[src/rtl/sample_flow_ctrl.sv]
// -----------------------------------------------------------------------------
// sample_flow_ctrl
//
// Flow controller and sample ring buffer sitting between the word
// deserializer (producer, fed by the Raspberry Pi) and the I2S transmitter
// (consumer).
//
// The buffer holds DEPTH words. Playback starts only once PREFILL words are
// buffered. Every transmitter request is answered exactly one cycle later.
// A request that finds the buffer empty while playing is an underrun. The
// RPi refill interrupt uses low/high watermark hysteresis.
//
// Ports:
//   clk            system clock, all logic on its rising edge
//   reset_n        synchronous active-low reset
//   enable         playback enable; low flushes the buffer and forces IDLE
//   in_valid       producer word valid
//   in_data        producer word
//   in_ready       buffer can accept a word (not full and enabled)
//   out_req        single-cycle sample request from the I2S transmitter
//   out_valid      single-cycle response strobe, one cycle after out_req
//   out_data       returned sample (zero when no real data is available)
//   rpi_interrupt  asks the RPi for more data
//   level          words currently buffered (0..DEPTH)
//   underrun_count saturating underrun counter, cleared only by reset
//   state          0 = IDLE, 1 = PLAY, 2 = UNDERRUN
// -----------------------------------------------------------------------------
module sample_flow_ctrl #(
    parameter int unsigned WIDTH      = 16,
    parameter int unsigned DEPTH_LOG2 = 6,
    parameter int unsigned LOW_WM     = 16,
    parameter int unsigned HIGH_WM    = 48,
    parameter int unsigned PREFILL    = 32
) (
    input  logic                  clk,
    input  logic                  reset_n,
    input  logic                  enable,
    input  logic                  in_valid,
    input  logic [WIDTH-1:0]      in_data,
    output logic                  in_ready,
    input  logic                  out_req,
    output logic                  out_valid,
    output logic [WIDTH-1:0]      out_data,
    output logic                  rpi_interrupt,
    output logic [DEPTH_LOG2:0]   level,
    output logic [7:0]            underrun_count,
    output logic [1:0]            state
);

    localparam int unsigned DEPTH = 1 << DEPTH_LOG2;

    localparam logic [1:0] ST_IDLE     = 2'd0;
    localparam logic [1:0] ST_PLAY     = 2'd1;
    localparam logic [1:0] ST_UNDERRUN = 2'd2;

    localparam logic [DEPTH_LOG2:0] LVL_FULL    = (DEPTH_LOG2 + 1)'(DEPTH);
    localparam logic [DEPTH_LOG2:0] LVL_LOW     = (DEPTH_LOG2 + 1)'(LOW_WM);
    localparam logic [DEPTH_LOG2:0] LVL_HIGH    = (DEPTH_LOG2 + 1)'(HIGH_WM);
    localparam logic [DEPTH_LOG2:0] LVL_PREFILL = (DEPTH_LOG2 + 1)'(PREFILL);

    logic [WIDTH-1:0]      mem [DEPTH];
    logic [DEPTH_LOG2-1:0] wr_ptr;
    logic [DEPTH_LOG2-1:0] rd_ptr;
    logic                  wr_en;
    logic                  rd_en;
    logic                  underrun_hit;

    assign in_ready = (level != LVL_FULL) && enable;
    assign wr_en    = in_valid && in_ready;

    // Reads and underruns are mutually exclusive: both need PLAY and an
    // enabled block, and split on whether the registered level is zero. A
    // write in the same cycle never rescues an empty buffer.
    assign rd_en        = out_req && enable && (state == ST_PLAY) && (level != '0);
    assign underrun_hit = out_req && enable && (state == ST_PLAY) && (level == '0);

    // Buffer storage carries no reset; contents are don't-care after reset.
    always_ff @(posedge clk) begin
        if (reset_n && wr_en) begin
            mem[wr_ptr] <= in_data;
        end
    end

    always_ff @(posedge clk) begin
        if (!reset_n) begin
            wr_ptr         <= '0;
            rd_ptr         <= '0;
            level          <= '0;
            out_valid      <= 1'b0;
            out_data       <= '0;
            rpi_interrupt  <= 1'b0;
            underrun_count <= '0;
            state          <= ST_IDLE;
        end else begin
            // Every request gets exactly one response, whatever the state.
            out_valid <= out_req;
            if (out_req) begin
                out_data <= rd_en ? mem[rd_ptr] : '0;
            end

            if (!enable) begin
                // Flush: in_ready is already low so no write is lost here.
                wr_ptr        <= '0;
                rd_ptr        <= '0;
                level         <= '0;
                rpi_interrupt <= 1'b0;
                state         <= ST_IDLE;
            end else begin
                if (wr_en) begin
                    wr_ptr <= wr_ptr + 1'b1;
                end
                if (rd_en) begin
                    rd_ptr <= rd_ptr + 1'b1;
                end

                case ({wr_en, rd_en})
                    2'b10:   level <= level + 1'b1;
                    2'b01:   level <= level - 1'b1;
                    default: level <= level;
                endcase

                // Hysteresis: set below LOW_WM, clear at HIGH_WM, hold between.
                if (level >= LVL_HIGH) begin
                    rpi_interrupt <= 1'b0;
                end else if (level < LVL_LOW) begin
                    rpi_interrupt <= 1'b1;
                end

                if (underrun_hit && (underrun_count != 8'hFF)) begin
                    underrun_count <= underrun_count + 1'b1;
                end

                case (state)
                    ST_IDLE: begin
                        if (level >= LVL_PREFILL) begin
                            state <= ST_PLAY;
                        end
                    end
                    ST_PLAY: begin
                        if (underrun_hit) begin
                            state <= ST_UNDERRUN;
                        end
                    end
                    ST_UNDERRUN: begin
                        if (level >= LVL_PREFILL) begin
                            state <= ST_PLAY;
                        end
                    end
                    default: state <= ST_IDLE;
                endcase
            end
        end
    end

endmodule

[config.mk]
export PLATFORM = sky130hd
export DESIGN_NAME = sample_flow_ctrl
export DESIGN_NICKNAME = d
export VERILOG_FILES = /design/src/rtl/sample_flow_ctrl.sv
export SDC_FILE = /design/constraint.sdc
export NUM_CORES = 1
export LEC_CHECK = 0
export CORE_AREA = 2 2 263 265
export DETAILED_ROUTE_END_ITERATION = 8
export DIE_AREA = 0 0 265 267
export PLACE_DENSITY = 0.78
export SLEW_MARGIN = 20
export SYNTH_ARGS = -nofsm -noshare
export SYNTH_HDL_FRONTEND = slang
export SYNTH_SLANG_ARGS = --single-unit
[constraint.sdc]
create_clock -name clk -period 3.9 [get_ports clk]
set_clock_uncertainty 0.2 [all_clocks]
set_input_delay 0.78 -clock clk [delete_from_list [all_inputs] [get_ports clk]]
set_output_delay 0.78 -clock clk [all_outputs]
set_load 0.02 [all_outputs]
==> flow_metrics.env, run 1 <==
export IMPL_cts_resized=0
export IMPL_fraction_of_synthesis_flops_using_an_asynchronous_set_or_reset_pin=0
export IMPL_regToRegEndpoint="out_data[6]"
export IMPL_dominantRegCellSynth="sky130_fd_sc_hd__edfxtp_1"
export IMPL_status="finished clean"
export IMPL_hold_ws_ns=0.260
export IMPL_gp_congestion=0.943
export IMPL_fp_dieH_um=267
export IMPL_power_density_mw_per_mm2=472
export IMPL_synth_nets=2120
export IMPL_crit_top_cell="sky130_fd_sc_hd__buf_12"
export IMPL_fin_crit_sh=0.885
export IMPL_max_slew_margin_rel=0.217
export IMPL_crit_fanout=38
export IMPL_number_of_synthesized_flops_with_an_enable_pin=1024
export IMPL_dieArea_mm2=0.0708
export IMPL_critical_path_top_delay_family="compound AO/OA/AOI/OAI gates"
export IMPL_critPathBufInv=3
export IMPL_area_delta_synth_final_pct=13.4
export IMPL_rsz0062_at_grt="false"
export IMPL_fin_setup_tns_ns=0
export IMPL_vias=21800
export IMPL_setup_viol_count_final=0
export IMPL_routed_via_density=6.67
export IMPL_hold_path_class="in -> reg"
export IMPL_syn_mean_instance_area_um2=20.0
export IMPL_timing_hold_worst_endpoint="mem[60][8]"
export IMPL_tritoncts="done"
export IMPL_die_w_um=265
export IMPL_timing_reg2reg_worst_path_depth=7
export IMPL_wire_length_of_the_first_global_routing_pass_um=148000
export IMPL_clock_sinks=1077
export IMPL_core_rowCount=96
export IMPL_ys_seq_area_frac=0.760
export IMPL_cts_max_path_buffers=3
export IMPL_globalRouteTotalUtil=0.290
export IMPL_cts_setup_buffers=0
export IMPL_h_tree_levels=3
export IMPL_timing_hold_violations_final=0
export IMPL_worst_setup_hold_path_clk_slew_ns=0.07
export IMPL_holdPathStages=1
export IMPL_leakage_nw=14.6
export IMPL_critical_path_cell_chain="buf_12, buf_12, buf_12, mux4_2, a211oi_1, a2111oi_0, a221o_1"
export IMPL_via_count_of_the_first_global_routing_pass=22200
export IMPL_worst_slew_pin_tran_ns=1.17
export IMPL_worst_hold_startpoint="in_data[8]"
export IMPL_post_route_cells_drive_above_1_share=0.222
export IMPL_core_area_mm2=0.0680
export IMPL_detail_route_wl_per_cell_um=30.8
export IMPL_detail_placement_hpwl_um=62000
export IMPL_synth_distinct_cells=57
export IMPL_antenna_found_initial=4
export IMPL_reg2reg_slack_ns=0.45
export IMPL_final_antenna_net_count=0
export IMPL_io_pin_count=57
export IMPL_remaining_drc_errors=0
export IMPL_crit_path_max_incr_delay_ns=0.90
export IMPL_timing_max_transition_violations_final=0
export IMPL_final_nets=2336
export IMPL_drtPass1Iterations=5
export IMPL_cp_start_kind="flip-flop"
export IMPL_grt_overflow_total=0
export IMPL_fmax_ghz=0.290
export IMPL_worst_endpoint_arrival_ns=3.80
export IMPL_cts_inserted_buffers=99
export IMPL_hold_buffers=0
export IMPL_path_depth=7
export IMPL_postSynthCellCount=2089
export IMPL_crit_path_capture_type="flip-flop"
export IMPL_synth_ff_latch_count=1077
export IMPL_clock_latency_ns=0.66
export IMPL_slowest_stage="sky130_fd_sc_hd__dfxtp_4"
export IMPL_starting_density_of_the_core=0.616
export IMPL_crit_type="reg -> reg"
export IMPL_grt_max_degree=66
export IMPL_routed_wire_length_um=101000
export IMPL_port_buffers=56
export IMPL_layout_min_cycle_time_ns=3.45
export IMPL_ys_warnings_count=0
export IMPL_drt_initial_drc_count=2953
export IMPL_clockRootBuffer="sky130_fd_sc_hd__clkbuf_16"
export IMPL_cp_required_ns=4.25
export IMPL_maxCapViolations=0
export IMPL_power_ir_vdd_worst_mv=0.437
export IMPL_synthesis_area_mm2=0.0419
## logic make-up after synthesis
logic type / synth area share
XOR/XNOR: 0.00335
multiplexers: 0.152
flip-flops: 0.760
AO/OA/AOI/OAI: 0.0378
buffers and inverters: 0.0177
adder cells (fa/ha/maj): 0.00317
AND/OR/NAND/NOR: 0.0259
## layer usage
| layer | track usage | wire, µm | part of all wire | vias to the layer above |
|---|---|---|---|---|
| met2 | 0.465 | 48800 | 0.48 | 1360 |
| met5 | 0 | 12 | 0.00012 | - |
| li1 | - | - | - | 9022 |
| met3 | 0.0633 | 10900 | 0.11 | 229 |
| met4 | 0.117 | 4100 | 0.041 | 2 |
| met1 | 0.395 | 37000 | 0.37 | 11200 |
## metrics by stage
stage                     utilization  area [µm²]  total power, mW  setup slack (ns)  std cells
after CTS                       0.698       47500             22.5             0.538       3269
after global routing            0.698       47500             22.9             0.264       3269
after floorplan                     -       41900             12.9             0.584       2089
after global placement          0.651       44300             13.2             0.170       3085
final                           0.698       47500             22.4             0.448       3270
after detailed placement        0.652       44300             13.2            0.0484       3086
## sequential cells by signal, indices dropped and copies added, names as in the netlist, named ones only
signal and flops:
rpi_interrupt 1, state 2, level 7, wr_ptr 6
underrun_count 8, out_valid 1, rd_ptr 6, out_data 16
mem 1024
## where the power goes
part           total [mW]  switching [mW]  leakage, nW  internal, mW
sequential           12.7         0.00396         9.63          12.6
clock                9.44            4.13         1.54          5.31
combinational       0.298           0.253         3.38        0.0446
total                22.4            4.39         14.6          18.0
## final cells by class
cell class / count / area, µm²
antenna: 1 / 2.50
clock buffer: 129 / 2710
clock inverter: 54 / 458
fill: 3967 / 20500
inverter: 10 / 37.5
multi-input combinational: 888 / 9330
sequential: 1077 / 31800
tap: 882 / 1100
timing repair buffer: 229 / 2000
## worst max-delay path by stage
stage	slack, ns	to	startpoint
3_5_place_dp	0.05	level[6]	enable
4_1_cts	0.54	out_data[11]	flip-flop
2_1_floorplan	0.58	level[6]	out_req
3_3_place_gp	0.17	level[6]	enable
6_report	0.45	out_data[6]	flip-flop
5_1_grt	0.26	level[6]	level[0]
## cells in the mapped netlist, drive strengths merged, types with 10 or more instances
cell    count  share of area
a21oi      65         0.0078
a22oi      96          0.017
buf        86          0.014
clkbuf     28         0.0025
dfxtp      53          0.025
edfxtp   1024           0.73
inv        10        0.00090
mux2       14         0.0038
mux2i     220          0.053
mux4      176          0.096
nand2      27         0.0024
nor2       99         0.0089
nor2b      27         0.0040
nor3       21         0.0025
## layout by cell type, fill, tap and decap left out, types with 18 or more instances in the layout
| cell type | Yosys | routed |
|---|---|---|
| sky130_fd_sc_hd__clkinv_1 | 0 | 18 |
| sky130_fd_sc_hd__buf_4 | 7 | 155 |
| sky130_fd_sc_hd__a21oi_1 | 65 | 65 |
| sky130_fd_sc_hd__nor3_1 | 21 | 21 |
| sky130_fd_sc_hd__mux2i_1 | 220 | 220 |
| sky130_fd_sc_hd__buf_12 | 7 | 18 |
| sky130_fd_sc_hd__edfxtp_1 | 1024 | 1024 |
| sky130_fd_sc_hd__dfxtp_1 | 53 | 50 |
| sky130_fd_sc_hd__nor2b_1 | 27 | 25 |
| sky130_fd_sc_hd__a22oi_1 | 96 | 96 |
| sky130_fd_sc_hd__mux4_2 | 165 | 165 |
| sky130_fd_sc_hd__nor2_1 | 98 | 97 |
| sky130_fd_sc_hd__clkdlybuf4s50_1 | 0 | 40 |
| sky130_fd_sc_hd__clkbuf_16 | 0 | 101 |
| sky130_fd_sc_hd__nand2_1 | 27 | 27 |
| sky130_fd_sc_hd__clkbuf_1 | 28 | 20 |
## worst register-to-register path, cell delays in order, from the launching register on
cell and delay [ns]:
sky130_fd_sc_hd__dfxtp_4 0.90, sky130_fd_sc_hd__buf_12 0.26, sky130_fd_sc_hd__buf_12 0.19, sky130_fd_sc_hd__buf_12 0.17, sky130_fd_sc_hd__mux4_2 0.54, sky130_fd_sc_hd__a211oi_1 0.48, sky130_fd_sc_hd__a2111oi_0 0.24, sky130_fd_sc_hd__a221o_1 0.36
No activity file was read; power rests on OpenSTA's default activity.
==> inputs of run 2 (changes only) <==
--- a/config.mk
+++ b/config.mk
@@ -9,6 +9,7 @@
 export DETAILED_ROUTE_END_ITERATION = 8
 export DIE_AREA = 0 0 265 267
 export PLACE_DENSITY = 0.78
+export REMOVE_ABC_BUFFERS = 1
 export SLEW_MARGIN = 20
 export SYNTH_ARGS = -nofsm -noshare
 export SYNTH_HDL_FRONTEND = slang
==> run 2 against run 1 <==
Clock power rose by 5.1%; setup slack improved by 0.024 ns; critical path depth is 5 higher; cell count is 0.37% lower; sequential cell count stayed put; combinational power hardly changed; sequential power barely moved; via count is 1.2% lower; wire length is 2.3% lower; utilization hardly changed; count of clock-buffer cells in the layout unchanged; global-route usage shrank 0.80 points; largest cell class unchanged; highest routed layer unchanged.
==> flow_metrics.env, run 2 (synthesized netlist as in run 1, its figures left out) <==
export IMPL_status="finished clean"
export IMPL_hold_ws_ns=0.339
export IMPL_detail_route_wl_per_cell_um=30.2
export IMPL_critical_path_cell_chain="nor4_2, a311oi_2, inv_1, ha_1, inv_1, fa_1, nor2b_1, o21a_1, o21ai_0, nor4b_1, a311oi_1, mux2i_1"
export IMPL_starting_density_of_the_core=0.616
export IMPL_clock_sinks=1077
export IMPL_post_route_cells_drive_above_1_share=0.216
export IMPL_crit_top_cell="sky130_fd_sc_hd__inv_1"
export IMPL_insertedDiodeCount=0
export IMPL_final_nets=2320
export IMPL_gp_congestion=0.932
export IMPL_clockRootBuffer="sky130_fd_sc_hd__clkbuf_16"
export IMPL_hold_buffers=0
export IMPL_core_rowCount=96
export IMPL_fin_setup_tns_ns=0
export IMPL_fin_crit_sh=0.879
export IMPL_worst_slew_pin_tran_ns=0.963
export IMPL_timing_max_transition_violations_final=0
export IMPL_final_antenna_net_count=0
export IMPL_cts_inserted_buffers=103
export IMPL_area_delta_synth_final_pct=13.5
export IMPL_routed_wire_length_um=98500
export IMPL_detail_placement_hpwl_um=59800
export IMPL_mostFrequentLayoutCells="1024 x sky130_fd_sc_hd__edfxtp_1, 220 x sky130_fd_sc_hd__mux2i_1, 165 x sky130_fd_sc_hd__mux4_2, 135 x sky130_fd_sc_hd__buf_4, 104 x sky130_fd_sc_hd__clkbuf_16"
export IMPL_reg2reg_slack_ns=0.47
export IMPL_fmax_ghz=0.292
export IMPL_fp_dieH_um=267
export IMPL_grt_max_degree=68
export IMPL_core_area_mm2=0.0680
export IMPL_layout_min_cycle_time_ns=3.43
export IMPL_layout_core_utilization=0.699
export IMPL_post_place_cells=3066
export IMPL_tritoncts="done"
export IMPL_die_w_um=265
export IMPL_setup_viol_count_final=0
export IMPL_hold_path_class="reg -> reg"
export IMPL_antenna_found_initial=1
export IMPL_critPathBufInv=2
export IMPL_cts_setup_buffers=0
export IMPL_h_tree_levels=3
export IMPL_fillerInstances=3968
export IMPL_critical_path_top_delay_family="simple AND/OR/NAND/NOR gates"
export IMPL_drt_initial_drc_count=2585
export IMPL_globalRouteTotalUtil=0.282
export IMPL_cts_resized=0
export IMPL_worst_endpoint_arrival_ns=3.81
export IMPL_leakage_nw=14.6
export IMPL_rsz0062_at_grt="false"
export IMPL_clock_latency_ns=0.67
export IMPL_maxCapViolations=0
export IMPL_cp_start_kind="flip-flop"
export IMPL_vias=21500
export IMPL_wire_length_of_the_first_global_routing_pass_um=143000
export IMPL_crit_path_max_incr_delay_ns=0.53
export IMPL_slowest_stage="sky130_fd_sc_hd__nor4_2"
export IMPL_via_count_of_the_first_global_routing_pass=21400
export IMPL_max_slew_margin_rel=0.341
export IMPL_drtPass1Iterations=6
export IMPL_cp_required_ns=4.29
export IMPL_worst_setup_hold_path_clk_slew_ns=0.06
export IMPL_reg_largest_list="mem (1024), out_data (16), underrun_count (8)"
export IMPL_power_ir_vdd_worst_mv=0.427
export IMPL_cts_max_path_buffers=3
export IMPL_layout_cells_non_filler=3258
export IMPL_crit_type="reg -> reg"
export IMPL_power_density_mw_per_mm2=481
export IMPL_port_buffers=56
export IMPL_crit_fanout=5
export IMPL_timing_hold_violations_final=0
export IMPL_dieArea_mm2=0.0708
export IMPL_top_register="mem"
export IMPL_routed_via_density=6.61
export IMPL_io_pin_count=57
export IMPL_remaining_drc_errors=0
export IMPL_mostFrequentLayoutCell="sky130_fd_sc_hd__edfxtp_1"
export IMPL_crit_path_capture_type="flip-flop"
export IMPL_grt_overflow_total=0
export IMPL_largest_reg_flops=1024
export IMPL_p_total_mw=22.9
## run 2: changes by cell type in the layout (fill, tap and decap cells not counted), moves of 3 or more
| cell | before | now |
|---|---|---|
| sky130_fd_sc_hd__clkinvlp_4 | 6 | 0 |
| sky130_fd_sc_hd__clkbuf_8 | 8 | 4 |
| sky130_fd_sc_hd__clkbuf_16 | 101 | 104 |
| sky130_fd_sc_hd__bufinv_16 | 6 | 12 |
| sky130_fd_sc_hd__clkinv_2 | 17 | 22 |
| sky130_fd_sc_hd__clkinv_1 | 18 | 22 |
| sky130_fd_sc_hd__buf_4 | 155 | 135 |
## run 2: stage by stage
stage               worst slack, ns  area (µm²)
finish                        0.472       47500
global route                  0.221       47500
CTS                           0.514       47500
detailed placement           0.0251       44100
global placement              0.152       44100
floorplan                     -8.40       41200
## run 2: tightest hold or removal path, cell delays in order (launching register included)
cell	delay, ns
sky130_fd_sc_hd__dfxtp_1	0.32
sky130_fd_sc_hd__xor2_1	0.07
sky130_fd_sc_hd__nor2_1	0.11
## run 2: routing by layer
| layer | global-route usage | share of wire |
|---|---|---|
| met2 | 0.454 | 0.49 |
| met5 | 0 | 0.000091 |
| met4 | 0.104 | 0.036 |
| met1 | 0.394 | 0.37 |
| met3 | 0.0529 | 0.10 |
## run 2: cell type report
class                   count  area (µm²)  share of cell area
flip-flops and latches   1077       31800               0.670
multi-input cells         888        9330               0.196
clock buffers             129        2740              0.0576
repair buffers            209        1850              0.0390
well taps                 882        1100              0.0232
clock inverters            63         622              0.0131
inverters                  10        37.5            0.000790
## run 2: path summary, 6_finish.rpt
path | startpoint | endpoint | depth (start not counted)
worst min-delay path | rd_ptr[5] | rd_ptr[5] | 2
worst min register to register | rd_ptr[5] | rd_ptr[5] | 2
worst max register to register | level[0] | level[6] | 12
worst max-delay path | level[0] | level[6] | 12
## run 2: power by group
group / switching, mW / internal [mW] / total, mW
Sequential: 0.00385 / 12.7 / 12.7
Combinational: 0.248 / 0.0473 / 0.295
Clock: 4.16 / 5.76 / 9.92
==> inputs of run 3 (changes only) <==
--- a/config.mk
+++ b/config.mk
@@ -10,6 +10,7 @@
 export DIE_AREA = 0 0 265 267
 export PLACE_DENSITY = 0.78
 export REMOVE_ABC_BUFFERS = 1
+export SETUP_SLACK_MARGIN = 0.3
 export SLEW_MARGIN = 20
 export SYNTH_ARGS = -nofsm -noshare
 export SYNTH_HDL_FRONTEND = slang
==> run 3 against run 2 <==
Cell count did not move; critical path type unchanged; clock power barely moved; wire length barely moved; via count barely moved; maximum frequency rose by 1.1%.
==> flow_metrics.env, run 3 (synthesized netlist as in run 1, its figures left out) <==
export IMPL_status="finished clean"
export IMPL_routed_wire_length_um=98600
export IMPL_crit_type="reg -> reg"
export IMPL_clockRootBuffer="sky130_fd_sc_hd__clkbuf_16"
export IMPL_gp_congestion=0.932
export IMPL_clock_latency_ns=0.68
export IMPL_antenna_found_initial=1
export IMPL_worst_hold_startpoint="underrun_count[5]"
export IMPL_largest_reg_flops=1024
export IMPL_drt_initial_drc_count=2696
export IMPL_crit_fanout=35
export IMPL_remaining_drc_errors=0
export IMPL_fp_dieH_um=267
export IMPL_slowest_stage="sky130_fd_sc_hd__dfxtp_4"
export IMPL_layout_cells_non_filler=3258
export IMPL_layout_min_cycle_time_ns=3.39
export IMPL_holdPathStages=2
export IMPL_die_w_um=265
export IMPL_wl_met3_um=10500
export IMPL_grt_overflow_total=0
export IMPL_cp_required_ns=4.26
export IMPL_worst_slew_pin_tran_ns=0.991
export IMPL_hold_buffers=0
export IMPL_dieArea_mm2=0.0708
export IMPL_insertedDiodeCount=0
export IMPL_core_area_mm2=0.0680
export IMPL_fin_crit_sh=0.869
export IMPL_crit_path_capture_type="flip-flop"
export IMPL_cts_setup_buffers=0
export IMPL_place_worst_setup_slack_ns=0.0251
export IMPL_hold_path_class="reg -> reg"
export IMPL_detail_route_wirelength_met1_um=36600
export IMPL_io_pin_count=57
export IMPL_regToRegEndpoint="out_data[13]"
export IMPL_routed_via_density=6.61
export IMPL_post_place_cells=3066
export IMPL_via_count_of_the_first_global_routing_pass=21400
export IMPL_crit_path_max_incr_delay_ns=0.88
export IMPL_power_density_mw_per_mm2=482
export IMPL_final_nets=2320
export IMPL_timing_hold_violations_final=0
export IMPL_highest_layer="met5"
export IMPL_tritoncts="done"
export IMPL_setup_viol_count_final=0
export IMPL_post_route_cells_drive_above_1_share=0.216
export IMPL_fmax_ghz=0.295
export IMPL_timing_reg2reg_worst_path_depth=6
export IMPL_leakage_nw=14.6
export IMPL_timing_hold_worst_endpoint="underrun_count[5]"
export IMPL_worst_endpoint_arrival_ns=3.75
export IMPL_port_buffers=56
export IMPL_cp_start_kind="flip-flop"
export IMPL_layout_core_utilization=0.699
export IMPL_dr_wl_met2_um=48000
export IMPL_cts_inserted_buffers=103
export IMPL_mostFrequentLayoutCells="1024 x sky130_fd_sc_hd__edfxtp_1, 220 x sky130_fd_sc_hd__mux2i_1, 165 x sky130_fd_sc_hd__mux4_2, 135 x sky130_fd_sc_hd__buf_4, 104 x sky130_fd_sc_hd__clkbuf_16"
export IMPL_power_ir_vdd_worst_mv=0.429
export IMPL_drtPass1Iterations=8
export IMPL_reg_largest_list="mem (1024), out_data (16), underrun_count (8)"
export IMPL_max_slew_margin_rel=0.322
export IMPL_clock_sinks=1077
export IMPL_top_register="mem"
export IMPL_final_antenna_net_count=0
export IMPL_starting_density_of_the_core=0.616
export IMPL_timing_max_transition_violations_final=0
export IMPL_area_delta_synth_final_pct=13.5
export IMPL_cts_max_path_buffers=3
export IMPL_detail_route_wl_per_cell_um=30.3
export IMPL_mostFrequentLayoutCell="sky130_fd_sc_hd__edfxtp_1"
export IMPL_h_tree_levels=3
export IMPL_maxCapViolations=0
export IMPL_detail_placement_hpwl_um=59800
export IMPL_wire_length_of_the_first_global_routing_pass_um=143000
export IMPL_rsz0062_at_grt="false"
export IMPL_grt_max_degree=68
export IMPL_core_rowCount=96
export IMPL_timing_final_ws_setup_ns=0.510
export IMPL_p_total_mw=22.9
export IMPL_critical_path_cell_chain="buf_4, mux4_1, mux4_2, nor2b_1, a2111oi_0, a221o_1"
export IMPL_vias=21500
export IMPL_globalRouteTotalUtil=0.282
export IMPL_worst_setup_hold_path_clk_slew_ns=0.06
export IMPL_reg2reg_slack_ns=0.51
[run 3: cell counts in the layout (fill, tap and decap cells not counted)]
No cell type changed its count.
[run 3: how the worst max path moves through the flow]
| stage | start | end |
|---|---|---|
| 2_1_floorplan | flip-flop | out_data[0] |
| 3_3_place_gp | enable | level[6] |
| 3_5_place_dp | enable | level[6] |
| 4_1_cts | level[0] | level[6] |
| 5_1_grt | enable | level[6] |
| 6_report | flip-flop | out_data[13] |
[run 3: cell type report]
| cell class | count | area (µm²) |
|---|---|---|
| multi-input combinational | 888 | 9340 |
| sequential | 1077 | 31800 |
| clock buffer | 129 | 2740 |
| timing repair buffer | 209 | 1850 |
| inverter | 10 | 37.5 |
| clock inverter | 63 | 622 |
| tap | 882 | 1100 |
| fill | 3965 | 20500 |
[run 3: metrics by stage]
| stage | hold WS [ns] | TNS (ns) | cell area (µm²) |
|---|---|---|---|
| 3_3_place_gp | 0.295 | 0 | 44100 |
| 3_5_place_dp | 0.323 | 0 | 44100 |
| 2_1_floorplan | 0.285 | -132.69 | 41200 |
| 4_1_cts | 0.341 | 0 | 47500 |
| 5_1_grt | 0.381 | 0 | 47500 |
| 6_report | 0.345 | 0 | 47500 |
[run 3: routing by layer]
layer,global-route usage,vias up
li1,-,8985
met1,0.394,11000
met2,0.454,1291
met3,0.0529,216
met4,0.104,2
met5,0,-
[run 3: where the power goes]
part           switching, mW  internal [mW]  total [mW]
clock network           4.17           5.76        9.93
logic                  0.248         0.0477       0.296
registers            0.00403           12.7        12.7
total                   4.42           18.5        22.9
[run 3: worst max-delay path: cells and delay by family, from the launching register on]
family / cells / cell delay [ns]
AND/OR/NAND/NOR: 1 / 0.21
flip-flops: 1 / 0.88
multiplexers: 2 / 1.12
buffers and inverters: 1 / 0.34
AO/OA/AOI/OAI: 2 / 0.53
[run 3: repair_timing]
| item | in CTS | in global routing |
|---|---|---|
| gates resized for setup | 0 | 1 |
| endpoints found under the setup margin | 0 | 1 |
| hold endpoints to repair | 0 | 0 |
==> RTL edit 1 (settings of run 2) <==
The parameter `WIDTH` goes from 16 to 14.
--- a/src/rtl/sample_flow_ctrl.sv
+++ b/src/rtl/sample_flow_ctrl.sv
@@ -26,7 +26,7 @@
 //   state          0 = IDLE, 1 = PLAY, 2 = UNDERRUN
 // -----------------------------------------------------------------------------
 module sample_flow_ctrl #(
-    parameter int unsigned WIDTH      = 16,
+    parameter int unsigned WIDTH      = 14,
     parameter int unsigned DEPTH_LOG2 = 6,
     parameter int unsigned LOW_WM     = 16,
     parameter int unsigned HIGH_WM    = 48,
Ports: changed (resized in_data and out_data); port bits go from 57 to 53. No check against the original RTL was run, so the function may have changed too.
==> RTL edit 1 against run 2 <==
- synthesized cell count decreased by 11%
- via count fell by 12%
- critical path depth fell by 5
- wire length decreased by 14%
- largest power group unchanged
- fmax grew 2.2%
- cell count fell by 7.9%
- final area shrank 12%
- area after synthesis fell by 12%
- total power shrank 15%
- clock power fell by 18%
- sequential cell count fell by 130
- worst setup slack gained 72 ps
- sequential share of layout area shrank 0.13 points
==> RTL edit 1: results <==
[logic_synthesis]
synthTopCellsByArea = "edfxtp_1 73%, mux4_2 8.8%, mux2i_1 5.2%"
synth-seq-area-share_pct = 75.9
yosys-top-cells-count = "896 x edfxtp_1, 192 x mux2i_1, 143 x mux4_2, 97 x nor2_1, 81 x a22oi_1"
ys_types = 56

[sta]
fin_crit_ps = 3360
holdWs_ps = 239

[grt]
grt_pass1_wl_mm = 125
grt_use_total_pct = 24.2
grt_max_degree = 83
grt_pass1_vias = 19200

[placement]
dpl_worst_slack_ps = 82.6
port_buffers = 52
gp_congestion = 0.950

[critical_path]
arrival_ps = 3700
crit_fanout = 29
timing.rr.end = "out_data[5]$_SDFFE_PN0P_"
rr_worst_depth = 7

[layout]
drive_gt1_share_pct = 21.5
largest_registers = "mem: 896 flops, out_data: 14 flops, underrun_count: 8 flops"

[run_status]
outcome = "finished clean"

[route]
drt-total-wl_mm = 84.5
drt_iter0_drc = 2471
dr.pass1.iters = 5
vias_per_cell = 6.33

[pwr]
ir_drop_uv = 389

[clock_tree]
cts_inserted_buffers = 89
## RTL edit 1: changes by cell type after synthesis, moves of 4 or more
| cell | before | now |
|---|---|---|
| edfxtp_1 | 1024 | 896 |
| mux2i_1 | 220 | 192 |
| mux4_2 | 165 | 143 |
| a22oi_1 | 96 | 81 |
| buf_2 | 53 | 42 |
| clkbuf_1 | 28 | 38 |
| a21oi_1 | 65 | 56 |
| nor2b_1 | 27 | 20 |
| buf_6 | 9 | 3 |
| buf_12 | 7 | 2 |
| buf_4 | 7 | 11 |
| nor3_1 | 21 | 17 |
## RTL edit 1: worst min-delay path by stage
stage	from	to	cells after the start
6_report	in_data[3]	mem[47][3]$_DFFE_PP_	1
5_1_grt	in_data[3]	mem[33][3]$_DFFE_PP_	1
4_1_cts	in_data[3]	mem[47][3]$_DFFE_PP_	1
3_5_place_dp	rd_ptr[5]$_SDFFE_PN0N_	flip-flop	2
3_3_place_gp	rd_ptr[5]$_SDFFE_PN0N_	rd_ptr[5]$_SDFFE_PN0N_	2
2_1_floorplan	rd_ptr[5]$_SDFFE_PN0N_	flip-flop	2
## RTL edit 1: area by class of cell
type	instances	area, um2
clock buffers	115	2340
fillers	4606	26200
well taps	882	1100
inverters	8	30.0
multi-input cells	802	8320
flip-flops and latches	947	27900
repair buffers	197	1670
clock inverters	49	384
## RTL edit 1: cell families (layout without fill, tap and decap cells)
| group | count (synthesis) | in the layout | share of synthesized area, % |
|---|---|---|---|
| DFF | 947 | 947 | 75.9 |
| AOI/OAI and AO/OA | 197 | 197 | 3.74 |
| xor gates and xnor gates | 17 | 17 | 0.405 |
| adders and majority gates | 10 | 10 | 0.361 |
| and+or+nand+nor | 216 | 216 | 2.79 |
| buffers and inverters | 112 | 369 | 1.55 |
| muxes | 362 | 362 | 15.3 |
## RTL edit 1: worst max-delay path, cell delays in order (launching register included)
cell and delay [ps]:
dfxtp_4 740, buf_12 330, buf_4 290, mux4_2 550, a211oi_1 490, a2111oi_0 170
buf_4 210, a221o_1 250
## RTL edit 1: through the flow
stage	cell area [um2]	instances	total power, W
6_report	41800	3000	0.0195
5_1_grt	41800	3000	0.0200
4_1_cts	41800	3000	0.0196
3_5_place_dp	39100	2836	0.0116
3_3_place_gp	39100	2836	0.0116
2_1_floorplan	36300	1757	0.0114
## RTL edit 1: routing by layer
metal	track usage, %	wire, um	vias to the layer above
met5	0	0	-
met2	38.8	41100	1005
met3	4.63	8020	142
li1	-	-	7981
met4	9.41	2890	0
met1	33.3	32500	9848
## RTL edit 1: where the power goes
| group | switching, W | internal (W) | leakage, nW |
|---|---|---|---|
| clock network | 0.00363 | 0.00454 | 1.34 |
| logic | 0.000211 | 0.0000418 | 3.02 |
| registers | 0.00000318 | 0.0111 | 8.47 |
==> RTL edit 2 (flow settings as in run 2) <==
Without the edit above. Make the reset (`reset_n`) asynchronous in one clocked block. Comments in the files are not updated.
--- a/src/rtl/sample_flow_ctrl.sv
+++ b/src/rtl/sample_flow_ctrl.sv
@@ -81,7 +81,7 @@
         end
     end
 
-    always_ff @(posedge clk) begin
+    always_ff @(posedge clk or negedge reset_n) begin
         if (!reset_n) begin
             wr_ptr         <= '0;
             rd_ptr         <= '0;
Behaviour: differs if reset_n is asserted again (counterexample within 4 cycles, from zero or initial values and one cycle with reset_n low); with reset_n held inactive, the same outputs for 4 cycles.
==> RTL edit 2 against run 2 <==
- final area is 0.36% lower
- area after synthesis about the same
- sequential share of layout area is 0.48 points higher
- sequential cell count decreased by 6
- die area unchanged
- fmax barely moved
- hold slack got worse by 37 ps
- worst setup slack improved by 1.3 ps
- wire length increased by 5.3%
- cell count is 0.68% lower
- largest cell class unchanged
- highest routed layer unchanged
Power is not compared: it rests on default switching activity, and its combinational part moved more than twofold at a synthesized area within 25%.
==> RTL edit 2: results <==
[run_status]
outcome = "finished clean"

[placement]
hpwl_mm = 61.4
dpl_cell_area_um2 = 44000
gp_congestion = 0.926

[grt]
use_met1_pct = 41.4
grt_antenna_before_repair = 4
grt_max_degree = 73
use_met2_pct = 47.2
grtUsageMet3_pct = 5.81
grt_use_total_pct = 29.9
grt_pass1_vias = 22200

[route]
drt-total-wl_mm = 104
wl_met2_mm = 49.3
wl_met1_mm = 37.5
vias_per_cell = 6.84
drt_iter0_drc = 3546

[logic_synthesis]
synth-xor-area-share_pct = 0.479
muxShareOfSynthArea_pct = 14.0
ys_types = 60
async_reset_ff_share_pct = 4.39

[sta]
worst_slack_ps = 474
holdWs_ps = 301

[layout]
nFillCells = 3940

[clock_tree]
clock_latency_ps = 650

[critical_path]
crit_start = "rd_ptr[2]$_DFFE_PN0P_"
crit-reg2reg-launch = "rd_ptr[2]$_DFFE_PN0P_"

[min_path]
min_from = "underrun_count[7]$_DFFE_PN0P_"
-- RTL edit 2: critical path, cell delays in order (launching register included) --
cell and delay [ps]:
dfrtp_1 1060, nor2b_4 910, buf_4 370, a22oi_1 220
a22oi_1 370, a22o_1 190
-- RTL edit 2: worst paths after layout --
check / to / cells after the start
worst max-delay path: out_data[13]$_DFFE_PN0P_ / 5
worst max register to register: out_data[13]$_DFFE_PN0P_ / 5
worst min register to register: underrun_count[7]$_DFFE_PN0P_ / 1
min in group asynchronous: wr_ptr[4]$_DFFE_PN0P_ / 2
max in group asynchronous: rd_ptr[1]$_DFFE_PN0P_ / 3
worst min-delay path: underrun_count[7]$_DFFE_PN0P_ / 1
-- RTL edit 2: what timing repair did --
item                                   CTS  global route
endpoints found under the hold margin   10             0
gates resized for setup                  0             0
hold buffers                             1             0
-- RTL edit 2: power by group through the flow --
stage / combinational (W) / sequential (W) / clock, W
6_report: 0.00183 / 0.0128 / 0.00971
5_1_grt: 0.00193 / 0.0128 / 0.0102
4_1_cts: 0.00182 / 0.0128 / 0.00980
3_5_place_dp: 0.00180 / 0.0131 / 0
3_3_place_gp: 0.00177 / 0.0130 / 0
2_1_floorplan: 0.00124 / 0.0133 / 0
-- RTL edit 2: layout make-up --
cell class	count	area (um2)	share of cell area [%]
clock inverter	71	604	1.28
inverter	6	22.5	0.0476
clock buffer	117	2670	5.64
tap	882	1100	2.33
multi-input combinational	892	9280	19.6
antenna	2	5.00	0.0106
timing repair buffer	195	1710	3.62
sequential	1071	31900	67.5
-- RTL edit 2: cells by family (layout without fill, tap and decap cells) --
logic type / after synthesis / count (layout)
flops: 1071 / 1071
mux: 356 / 356
simple gates: 265 / 265
compound gates: 240 / 240
buf+inv: 127 / 389
xor+xnor: 22 / 22
fa+ha+maj: 9 / 9
other cells: 0 / 2
